$ cat src/rtl/fb_page_controller.sv
// fb_page_controller: double-buffer page-flip controller for a two-page 12-bit frame buffer.
// Define FB_AUTO_CLEAR_EN to fill the new back page with clear_color after every flip.
module fb_page_controller #(
    parameter int PAGE_WORDS = 76800,
    parameter int ADDR_W     = 18
) (
    input  logic              clk,
    input  logic              reset_n,
    input  logic              vblank,
    input  logic [16:0]       disp_addr_in,
    output logic [ADDR_W-1:0] disp_addr_out,
    input  logic              wr_valid,
    output logic              wr_ready,
    input  logic [16:0]       wr_addr,
    input  logic [11:0]       wr_data,
    output logic              mem_we,
    output logic [ADDR_W-1:0] mem_waddr,
    output logic [11:0]       mem_wdata,
    input  logic              swap_req,
    input  logic [11:0]       clear_color,
    output logic              swap_busy,
    output logic              swap_done,
    output logic              front_page
);
    localparam logic [ADDR_W-1:0] PAGE_BASE = ADDR_W'(PAGE_WORDS);
    localparam logic [16:0]       LAST_WORD = 17'(PAGE_WORDS - 1);

    typedef enum logic [2:0] {
        IDLE,
        WAIT_VB,
        FLIP,
`ifdef FB_AUTO_CLEAR_EN
        CLEAR,
`endif
        DONE
    } state_t;

    state_t            state_q, state_d;
    logic              front_q, front_d;
    logic              wr_ready_q, wr_ready_d;
    logic              mem_we_q, mem_we_d;
    logic [ADDR_W-1:0] mem_waddr_q, mem_waddr_d;
    logic [11:0]       mem_wdata_q, mem_wdata_d;
    logic              busy_q, busy_d;
    logic              done_q, done_d;
    logic              vblank_q;
    logic              vb_rise;
    logic [ADDR_W-1:0] back_base;

`ifdef FB_AUTO_CLEAR_EN
    logic [11:0] clr_q, clr_d;
    logic [16:0] cnt_q, cnt_d;
`else
    logic unused_clear_color;
    assign unused_clear_color = ^clear_color;
`endif

    assign vb_rise       = vblank & ~vblank_q;
    assign back_base     = front_q ? '0 : PAGE_BASE;
    assign disp_addr_out = ADDR_W'(disp_addr_in) + (front_q ? PAGE_BASE : '0);
    assign front_page    = front_q;
    assign wr_ready      = wr_ready_q;
    assign mem_we        = mem_we_q;
    assign mem_waddr     = mem_waddr_q;
    assign mem_wdata     = mem_wdata_q;
    assign swap_busy     = busy_q;
    assign swap_done     = done_q;

    always_comb begin
        state_d     = state_q;
        front_d     = front_q;
        mem_we_d    = 1'b0;
        mem_waddr_d = mem_waddr_q;
        mem_wdata_d = mem_wdata_q;
`ifdef FB_AUTO_CLEAR_EN
        clr_d       = clr_q;
        cnt_d       = cnt_q;
`endif
        // out-of-page addresses complete the handshake but never reach memory
        if (wr_valid && wr_ready_q && wr_addr <= LAST_WORD) begin
            mem_we_d    = 1'b1;
            mem_waddr_d = back_base + ADDR_W'(wr_addr);
            mem_wdata_d = wr_data;
        end
        case (state_q)
            IDLE: begin
                if (swap_req) begin
                    state_d = WAIT_VB;
`ifdef FB_AUTO_CLEAR_EN
                    clr_d   = clear_color;
`endif
                end
            end
            WAIT_VB: begin
                if (vb_rise) begin
                    state_d = FLIP;
                    front_d = ~front_q;
                end
            end
            FLIP: begin
`ifdef FB_AUTO_CLEAR_EN
                state_d = CLEAR;
                cnt_d   = '0;
`else
                state_d = DONE;
`endif
            end
`ifdef FB_AUTO_CLEAR_EN
            CLEAR: begin
                mem_we_d    = 1'b1;
                mem_waddr_d = back_base + ADDR_W'(cnt_q);
                mem_wdata_d = clr_q;
                cnt_d       = cnt_q + 17'd1;
                if (cnt_q == LAST_WORD) state_d = DONE;
            end
`endif
            DONE:    state_d = IDLE;
            default: state_d = IDLE;
        endcase
        wr_ready_d = (state_d == IDLE);
        busy_d     = (state_d != IDLE);
        done_d     = (state_d == DONE);
    end

    always_ff @(posedge clk or negedge reset_n) begin
        if (!reset_n) begin
            state_q     <= IDLE;
            front_q     <= 1'b0;
            wr_ready_q  <= 1'b0;
            mem_we_q    <= 1'b0;
            mem_waddr_q <= '0;
            mem_wdata_q <= '0;
            busy_q      <= 1'b0;
            done_q      <= 1'b0;
            vblank_q    <= 1'b0;
        end else begin
            state_q     <= state_d;
            front_q     <= front_d;
            wr_ready_q  <= wr_ready_d;
            mem_we_q    <= mem_we_d;
            mem_waddr_q <= mem_waddr_d;
            mem_wdata_q <= mem_wdata_d;
            busy_q      <= busy_d;
            done_q      <= done_d;
            vblank_q    <= vblank;
        end
    end

`ifdef FB_AUTO_CLEAR_EN
    always_ff @(posedge clk or negedge reset_n) begin
        if (!reset_n) begin
            clr_q <= '0;
            cnt_q <= '0;
        end else begin
            clr_q <= clr_d;
            cnt_q <= cnt_d;
        end
    end
`endif
endmodule

$ cat config.mk
export PLATFORM = sky130hd
export DESIGN_NAME = fb_page_controller
export DESIGN_NICKNAME = d
export VERILOG_FILES = /design/src/rtl/fb_page_controller.sv
export SDC_FILE = /design/constraint.sdc
export NUM_CORES = 1
export LEC_CHECK = 0
export ABC_CLOCK_PERIOD_IN_PS = 2700
export BUFFER_PORTS_ARGS = -buffer_cell sky130_fd_sc_hd__buf_2
export CAP_MARGIN = 20
export CORE_MARGIN = 2
export CORE_UTILIZATION = 43
export CTS_CLUSTER_SIZE = 14
export DETAILED_ROUTE_END_ITERATION = 8
export PLACE_DENSITY = 0.85
export RECOVER_POWER = 50
export SYNTH_ARGS = -nofsm -noshare
export SYNTH_HDL_FRONTEND = slang
export SYNTH_SLANG_ARGS = --single-unit
export TNS_END_PERCENT = 20
$ cat constraint.sdc
create_clock -name clk -period 2.7 [get_ports clk]
set_input_delay 0.81 -clock clk [delete_from_list [all_inputs] [get_ports clk]]
set_output_delay 0.81 -clock clk [all_outputs]
set_load 0.01 [all_outputs]
=== After elaboration in Yosys (flattened, before gate mapping) ===
Index checks and enable logic that the tools add are counted.

* Flip-flop bits (word level): 39
* Latch bits: 0
* RAM bits: 0
* Memory bits (read-only): 0
* Bits of input ports: 63
* Output and inout bits: 53
* Word-level logic and storage cells: 30
* Memories: 0

* $add $sub $neg: 2
* Multiply operators: 0
* Divide/modulo/power cells: 0
* $lt $le $gt $ge: 1
* Equality and inequality tests: 3
* Shifts and indexed selects: 0
* Mux-type cells: 6
* Bitwise logic cells: 3
* Reduce and logical (&&, ||, !) cells: 6

{| class="wikitable"
|+ Operators by type and width
! cell !! number
|-
| $add 17x17->18 || 2
|-
| $mux 17 || 2
|-
| $le 17x17->1 const B || 1
|-
| $pmux 3 s3 || 1
|-
| $eq 3x2->1 const B || 2
|-
| $logic_not 3->1 || 2
|-
| $mux 3 || 2
|-
| $eq 3x1->1 const B || 1
|-
| $reduce_bool 3->1 || 1
|-
| $logic_and 1x1->1 || 2
|-
| $not 1->1 || 2
|-
| $reduce_and 2->1 || 1
|-
| $and 1x1->1 || 1
|-
| $mux 1 || 1
|}

=== Logic depth before layout (Yosys ltp) ===
Gate-level depths: netlist of run 1.

* Depth in word-level cells: 5
* Gate-level depth with buffers: 7
* Gate-level depth less buffers: 7

=== Worst setup path after synthesis of run 1 ===
Ideal clock, no wire load.

* Path kind: input port to output port
* Start point: input port disp_addr_in[10]
* End point: output port disp_addr_out[16]
* Arrival: 1,870 ps
* Slack: 20 ps
* Stages on the path: 6
* Path buffers: 0
* Path through: ha_1 > inv_1 > fa_1 > nor2_1 > o211ai_1 > xnor2_1

* Word-level cells in the longest chain between the ends: 1

{| class="wikitable"
|+ RTL lines
! item !! line !! RTL
|-
| start: declaration || 10 || <nowiki>input logic [16:0] disp_addr_in,</nowiki>
|-
| $add 17x17->18 || 60 || <nowiki>assign disp_addr_out = ADDR_W'(disp_addr_in) + (front_q ? PAGE_BASE : '0);</nowiki>
|-
| end: declaration || 11 || <nowiki>output logic [ADDR_W-1:0] disp_addr_out,</nowiki>
|}

No other way between the ends.

=== Final worst setup path of run 1 ===
Ends and elaborated chain as after synthesis.

==> results of run 1 <==
power breakdown:
| group | leakage, uW | switching, uW | total [uW] | internal [uW] |
|---|---|---|---|---|
| sequential | 0.000468 | 87.8 | 822 | 735 |
| combinational | 0.000769 | 447 | 929 | 482 |
| clock | 0.0000412 | 199 | 379 | 180 |
| total | 0.00128 | 733 | 2130 | 1400 |
state kept, by name, summed over array words and instances (netlist names):
register	flops
state_q	3
vblank_q	1
mem_wdata	12
mem_we	1
swap_busy	1
swap_done	1
mem_waddr	18
wr_ready	1
front_page	1
layer usage:
metal,routed length (um),vias to the layer above,track usage
met5,0,-,0
met4,46,0,0.0524
met3,226,6,0.0520
met2,1960,51,0.279
met1,1570,669,0.181
li1,-,665,-
cell type report:
class,instances,area share
Clock inverter,2,0.00505
Multi-Input combinational cell,91,0.352
Inverter,7,0.0106
Sequential cell,39,0.394
Timing Repair Buffer,88,0.182
Clock buffer,6,0.0293
Tap cell,52,0.0263
through the flow:
stage	TNS, ps	setup WS [ps]
floorplan	0	20.0
global placement	-198	-125
detailed placement	-345	-173
CTS	-15.6	-15.6
global route	-156	-85.1
finish	-15.7	-15.7
how the worst min path moves through the flow:
| stage | from | end | slack [ps] | depth (start not counted) |
|---|---|---|---|---|
| after floorplan | state_q[2] | swap_done | 450 | 1 |
| after global placement | mem_waddr[12] | mem_waddr[12] | 460 | 2 |
| after CTS | state_q[2] | swap_done | 490 | 1 |
| after global routing | mem_waddr[16] | mem_waddr[16] | 520 | 2 |
| after detailed placement | mem_waddr[14] | mem_waddr[14] | 470 | 2 |
| final | state_q[2] | swap_done | 480 | 1 |
timing repair:
action	CTS	global route
gates resized for setup	7	3
endpoints found under the setup margin	4	5
gates cloned	0	0
pin swaps	1	0
cells by family (layout without fill, tap and decap cells):
kind of cell             count (synthesis)  in the layout
AO/OA/AOI/OAI                           20             20
XOR/XNOR                                11             11
adder cells (fa/ha/maj)                 10             10
buffers and inverters                   20            103
flip-flops                              39             39
multiplexers                            24             24
other                                    1              1
AND/OR/NAND/NOR                         25             25
Yosys cell counts, types with 2 or more instances:
library cell and count:
dfrtp_1 39, mux2_4 17, buf_4 10, nand2_1 9, xnor2_1 9, ha_1 8, inv_1 7, mux2_2 7
nor2_1 6, a21oi_1 5, o21ai_0 5, nor3_1 3, a211oi_1 2, buf_6 2, fa_1 2, nor2b_1 2
xor2_1 2
==> impl_metrics.toml, run 1 <==
[yosys]
synth_seq_area_share = 0.502
yosys.area_share.xor_xnor = 0.0495
yosys_warnings = 0
synth-async-reset-ratio = 1.00
ys_ff_latch = 39
synth_area_leader_cell = "dfrtp_1"
synthFlopType = "dfrtp_1"
synth-simple-area-share = 0.0605
synth_edf_count = 0
synth_compound_gate_area_share = 0.0759
synth_top_area_frac = 0.502
syn_nets = 223
yosysUniqueCellTypes = 32
syn_area_per_cell_um2 = 13.0
muxShareOfSynthArea = 0.172
synth_fa_ha_area_frac = 0.0721
syn_area_um2 = 1940
synth_top_family_by_area = "multiplexers"
synth_area_leaders = "dfrtp_1 50%, mux2_4 13%, ha_1 5.1%"
netlist_instances = 150

[finish]
synthToLayoutAreaGrowth_pct = 27.3
final_util = 0.569
layout_common_cells = "75 x buf_2, 39 x dfrtp_1, 17 x mux2_4"
multiInputGateArea_um2 = 872
fin_nets = 305
layout_commonest_cell = "buf_2"
num_antenna_cells = 0
stdcell_count = 285
nFillCells = 381
fin_area_um2 = 2480
layout-drive-gt1-share = 0.528
regArea_um2 = 976

[routing]
vias = 1391
drt_iter0_drc = 52
avgViaCountPerCell = 4.88
drc = 0
wirelength_um = 3810
routedWlPerCell_um = 13.4
dr.pass1.iters = 4
ant_nets = 0

[setup_path]
crit_buf_inv = 3
reg2reg_slack_ps = 510
slowest_delay_ps = 340
startpoint = "disp_addr_in[10]"
cp_cell_sequence = "buf_8 -> ha_4 -> inv_2 -> fa_2 -> nor2_2 -> o211ai_1 -> xnor2_1 -> buf_2"
reg2reg_depth = 8
r2r-start = "front_page"
crit_required_ps = 1890
critPathCapture = "disp_addr_out[16]"
cp-end-kind = "output port"
crit_path_top_delay_cell = "fa_2"
crit_type = "input port to output port"
startpoint_type = "input port"
cp_max_fo = 2
crit_family = "adder cells"
reg2reg_to = "mem_waddr[16]"
cp_data_arrival_time_ps = 1910
crit_cells = 8

[floorplanning]
ios = 116
die_h_um = 71.2
initial_core_util = 0.447
die_w_um = 71.2
die_area_um2 = 5080
rows = 24
core-area_um2 = 4350

[global_routing]
grt.overflow.total = 0
antenna_found_initial = 0
grt_usage = 0.158
grt_pass1_vias = 1412
grt_pass1_wl_um = 6270
grt_max_degree = 40

[sta]
slew_headroom = 0.136
timing.fmax_mhz = 368
finalSetupViolCount = 1
final.setup.worst_slack_ps = -15.7
drv_slew = 0
hold_viol = 0
fin_hold_ws_ps = 481
skew_ps = 6.57
tightest_slew_ps = 1300
rsz0062_at_grt = "true"
period_share = 1.01
fin_crit_ps = 2720

[pwr]
power.density_nw_per_um2 = 860
p_total_uw = 2130
ir_drop_v = 0.000461
leakage_uw = 0.00128

[placed_design]
hpwlAfterDp_um = 2830
place.gp.congestion = 0.728
place_area_um2 = 2360
port_buffers = 83
place_inst = 277

[flow_run]
drv_cap = 0

[status]
violations = "negative setup slack"
status = "finished, violations left"

[clock_network]
cts_root_buffer = "clkbuf_8"
path_clk_slew_ps = 70
insertion_delay_ps = 280
cts_setup_buffers = 0
h-tree-depth = 2
cts_inserted_buffers = 5
cts_sinks = 39
cts_tree = "done"
cts_buffer_depth = 2
cts_hold_buf = 0

[min_path]
hold_class = "flop to flop"
Power figures use the tool's default switching activity.
==> inputs of run 2 (changes only) <==
--- a/config.mk
+++ b/config.mk
@@ -5,7 +5,7 @@
 export SDC_FILE = /design/constraint.sdc
 export NUM_CORES = 1
 export LEC_CHECK = 0
-export ABC_CLOCK_PERIOD_IN_PS = 2700
+export ABC_CLOCK_PERIOD_IN_PS = 2750
 export BUFFER_PORTS_ARGS = -buffer_cell sky130_fd_sc_hd__buf_2
 export CAP_MARGIN = 20
 export CORE_MARGIN = 2
==> constraint.sdc (replaced) <==
create_clock -name clk -period 2.75 [get_ports clk]
set_input_delay 0.825 -clock clk [delete_from_list [all_inputs] [get_ports clk]]
set_output_delay 0.825 -clock clk [all_outputs]
set_load 0.01 [all_outputs]
==> impl_metrics.toml, run 2 (synthesis gave the netlist of run 1 again) <==
[status]
violations = "negative setup slack"
status = "finished, violations left"

[sta]
slew_headroom = 0.215
drv_slew = 0
rsz0062_at_grt = "true"
tightest_slew_ps = 1180
skew_ps = 3.92
finalSetupViolCount = 1
timing.fmax_mhz = 361
hold_viol = 0
fin_crit_ps = 2770
fin_hold_ws_ps = 477
period_share = 1.01
final.setup.worst_slack_ps = -16.3

[finish]
regArea_um2 = 976
synthToLayoutAreaGrowth_pct = 28.5
layout-drive-gt1-share = 0.524
largest_reg_flops = 18
nFillCells = 375
layout_common_cells = "75 x buf_2, 39 x dfrtp_1, 17 x mux2_4"
num_antenna_cells = 0
fin_area_um2 = 2500
fin_nets = 305
layout_commonest_cell = "buf_2"
multiInputGateArea_um2 = 866

[routing]
routedWlPerCell_um = 13.7
dr.pass1.iters = 4
avgViaCountPerCell = 4.87
wirelength_um = 3910
vias = 1387
drc = 0
ant_nets = 0
drt_iter0_drc = 55

[placed_design]
hpwlAfterDp_um = 2840
place_area_um2 = 2360
dp_slack_ps = -144
port_buffers = 83
place.gp.congestion = 0.735

[global_routing]
grt_pass1_wl_um = 6580
grt_pass1_vias = 1463
grt_usage = 0.164
grt_max_degree = 40
grt.overflow.total = 0
antenna_found_initial = 0

[clock_network]
cts_sinks = 39
path_clk_slew_ps = 70
h-tree-depth = 2
cts_tree = "done"
cts_setup_buffers = 0
cts_buffer_depth = 2
insertion_delay_ps = 280
cts_hold_buf = 0
cts_inserted_buffers = 5
cts_root_buffer = "clkbuf_8"

[floorplanning]
rows = 24
ios = 116
die_w_um = 71.2
die_area_um2 = 5080
initial_core_util = 0.447
core-area_um2 = 4350
die_h_um = 71.2

[setup_path]
crit_type = "input port to output port"
crit_family = "adder cells"
slowest_delay_ps = 360
crit_buf_inv = 3
crit_path_top_delay_cell = "fa_2"
cp_data_arrival_time_ps = 1940
startpoint_type = "input port"
cp_max_fo = 2
crit_required_ps = 1930
cp_cell_sequence = "buf_6 -> ha_4 -> inv_2 -> fa_2 -> nor2_4 -> o211ai_1 -> xnor2_1 -> buf_2"
cp-end-kind = "output port"

[pwr]
power.density_nw_per_um2 = 882
p_total_uw = 2200
leakage_uw = 0.00129
ir_drop_v = 0.000352

[min_path]
hold_class = "flop to flop"

[flow_run]
drv_cap = 0
[run 2: timing repair]
action,4_1_cts,5_1_grt
resized for setup,5,3
endpoints found under the setup margin,3,6
pin swaps,1,1
[run 2: cell type report]
type,count,share of cell area
multi-input cells,91,0.347
clock buffers,6,0.0330
flip-flops and latches,39,0.391
inverters,7,0.0105
clock inverters,2,0.0140
well taps,52,0.0260
repair buffers,88,0.179
[run 2: path summary, 6_finish.rpt]
path / from / end / slack, ps / cells past startpoint
max reg2reg: front_page / mem_waddr[16] / 580 / 8
max in group asynchronous: reset_n / mem_waddr[10] / 1490 / 1
min in group asynchronous: reset_n / mem_waddr[14] / 680 / 1
min: mem_waddr[14] / mem_waddr[14] / 480 / 2
min reg2reg: mem_waddr[14] / mem_waddr[14] / 480 / 2
max: disp_addr_in[10] / disp_addr_out[16] / -20 / 8
[run 2: worst reg2reg max path: cells and delay by family (launching register included)]
family	cells	cell delay [ps]
XOR/XNOR	1	130
adder cells (fa/ha/maj)	2	650
buffers and inverters	2	300
AND/OR/NAND/NOR	1	100
flip-flops	1	470
AO/OA/AOI/OAI	2	370
[run 2: power breakdown]
part | internal, uW | leakage [uW] | total, uW | switching [uW]
clock | 294 | 0.0000612 | 485 | 191
sequential | 721 | 0.000468 | 806 | 84.2
combinational | 467 | 0.000761 | 912 | 445
[run 2: routing by layer]
metal,vias to the layer above,global-route usage,share of wire
met3,5,0.0478,0.068
met4,0,0.0461,0.0061
li1,670,-,-
met5,-,0,0
met2,47,0.294,0.53
met1,665,0.190,0.40
[run 2: stage by stage]
step	TNS [ps]	instances	utilization
2_1_floorplan	0	150	-
3_3_place_gp	-163	277	0.542
3_5_place_dp	-214	277	0.542
4_1_cts	0	285	0.574
5_1_grt	-314	285	0.574
6_report	-16.3	285	0.574
==> inputs of run 3 (changes only) <==
--- a/config.mk
+++ b/config.mk
@@ -5,7 +5,7 @@
 export SDC_FILE = /design/constraint.sdc
 export NUM_CORES = 1
 export LEC_CHECK = 0
-export ABC_CLOCK_PERIOD_IN_PS = 2750
+export ABC_CLOCK_PERIOD_IN_PS = 2560
 export BUFFER_PORTS_ARGS = -buffer_cell sky130_fd_sc_hd__buf_2
 export CAP_MARGIN = 20
 export CORE_MARGIN = 2
==> constraint.sdc (replaced) <==
create_clock -name clk -period 2.56 [get_ports clk]
set_input_delay 0.768 -clock clk [delete_from_list [all_inputs] [get_ports clk]]
set_output_delay 0.768 -clock clk [all_outputs]
set_load 0.01 [all_outputs]
==> impl_metrics.toml, run 3 (synthesis gave the netlist of run 1 again) <==
[sta]
slew_headroom = 0.369
finalSetupViolCount = 6
tightest_slew_ps = 946
hold_viol = 0
fin_hold_ws_ps = 477
fin_crit_ps = 2720
skew_ps = 6.45
final.setup.worst_slack_ps = -163
rsz0062_at_grt = "true"
drv_slew = 0
period_share = 1.06
timing.fmax_mhz = 367

[clock_network]
cts_setup_buffers = 0
path_clk_slew_ps = 70
h-tree-depth = 2
cts_sinks = 39
cts_tree = "done"
cts_hold_buf = 0
insertion_delay_ps = 280
cts_root_buffer = "clkbuf_8"
cts_inserted_buffers = 5
cts_buffer_depth = 2

[finish]
nFillCells = 369
layout_common_cells = "77 x buf_2, 39 x dfrtp_1, 17 x mux2_4"
regArea_um2 = 976
multiInputGateArea_um2 = 850
synthToLayoutAreaGrowth_pct = 27.1
layout_commonest_cell = "buf_2"
stdcell_count = 286
layout-drive-gt1-share = 0.517
largest_reg_flops = 18
num_antenna_cells = 0
fin_nets = 306

[floorplanning]
die_area_um2 = 5080
initial_core_util = 0.447
rows = 24
die_h_um = 71.2
die_w_um = 71.2
core-area_um2 = 4350
ios = 116

[placed_design]
place_inst = 278
port_buffers = 83
hpwlAfterDp_um = 2770
place.gp.congestion = 0.778

[setup_path]
crit_path_top_delay_cell = "fa_2"
startpoint = "disp_addr_in[10]"
r2r-start = "front_page"
cp_max_fo = 2
cp-end-kind = "output port"
crit_type = "input port to output port"
slowest_delay_ps = 370
startpoint_type = "input port"
critPathMostFrequentCell = "buf_2"
cp_data_arrival_time_ps = 1960
crit_required_ps = 1790
cp_cell_sequence = "buf_2 -> ha_1 -> inv_1 -> fa_2 -> nor2_4 -> o211ai_1 -> xnor2_1 -> buf_2"

[global_routing]
grt.overflow.total = 0
antenna_found_initial = 0
grt_usage = 0.146
grt_pass1_wl_um = 5840
grt_pass1_vias = 1316
grt_max_degree = 40

[flow_run]
drv_cap = 0

[routing]
dr.pass1.iters = 4
drc = 0
routedWlPerCell_um = 12.9
drt_iter0_drc = 57
avgViaCountPerCell = 4.78
vias = 1367
ant_nets = 0
wirelength_um = 3690

[status]
status = "finished, violations left"
violations = "negative setup slack"

[pwr]
p_total_uw = 2280
ir_drop_v = 0.000446
power.density_nw_per_um2 = 923
leakage_uw = 0.00128

[min_path]
holdCritStartpoint = "mem_waddr[14]"
hold_class = "flop to flop"
run 3: cell count changes in the layout (fill, tap and decap cells not counted), sizes merged:
| cell | delta |
|---|---|
| clkinv | -1 |
| clkinvlp | +1 |
| buf | +2 |
| bufinv | -1 |
run 3: cell type report:
class                           instances  share of cell area
Multi-Input combinational cell         91               0.344
Tap cell                               52              0.0263
Sequential cell                        39               0.395
Clock inverter                          1             0.00304
Timing Repair Buffer                   89               0.182
Inverter                                7              0.0106
Clock buffer                            7              0.0390
run 3: repair_timing:
item                       in CTS  in global routing
pin swaps                       1                  1
setup endpoints to repair       5                  6
gates resized for setup         1                  1
run 3: routing by layer:
layer / routed length (um) / global-route usage / up-vias
met2: 1900 / 0.253 / 48
met1: 1510 / 0.172 / 650
li1: - / - / 669
met5: 0 / 0 / -
met3: 278 / 0.0577 / 0
met4: 0 / 0.0314 / 0
run 3: worst max-delay path: cells and delay by family:
family | cells | cell delay [ps]
buf+inv | 3 | 290
fa+ha+maj | 2 | 520
xor+xnor | 1 | 170
compound gates | 1 | 100
simple gates | 1 | 110
run 3: per-stage QoR:
step	setup WS [ps]	TNS (ps)	instance area, um^2	utilization
after floorplan	14.2	0	1950	-
after global placement	-142	-308	2370	0.544
after detailed placement	-170	-365	2370	0.544
after CTS	-136	-364	2480	0.569
after global routing	-256	-908	2470	0.568
final	-163	-492	2470	0.568
run 3: final timing paths:
kind | endpoint | cells after the start | slack, ps
hold / removal | mem_waddr[14] | 2 | 480
hold reg to reg | mem_waddr[14] | 2 | 480
setup reg to reg | mem_waddr[16] | 8 | 450
setup / recovery | disp_addr_out[16] | 8 | -160
max in group asynchronous | mem_waddr[17] | 1 | 1360
min in group asynchronous | mem_wdata[10] | 1 | 620
run 3: where the power goes:
| part | switching, uW | leakage, uW | internal, uW |
|---|---|---|---|
| clock | 204 | 0.0000505 | 245 |
| sequential | 89.0 | 0.000468 | 775 |
| combinational | 467 | 0.000764 | 501 |
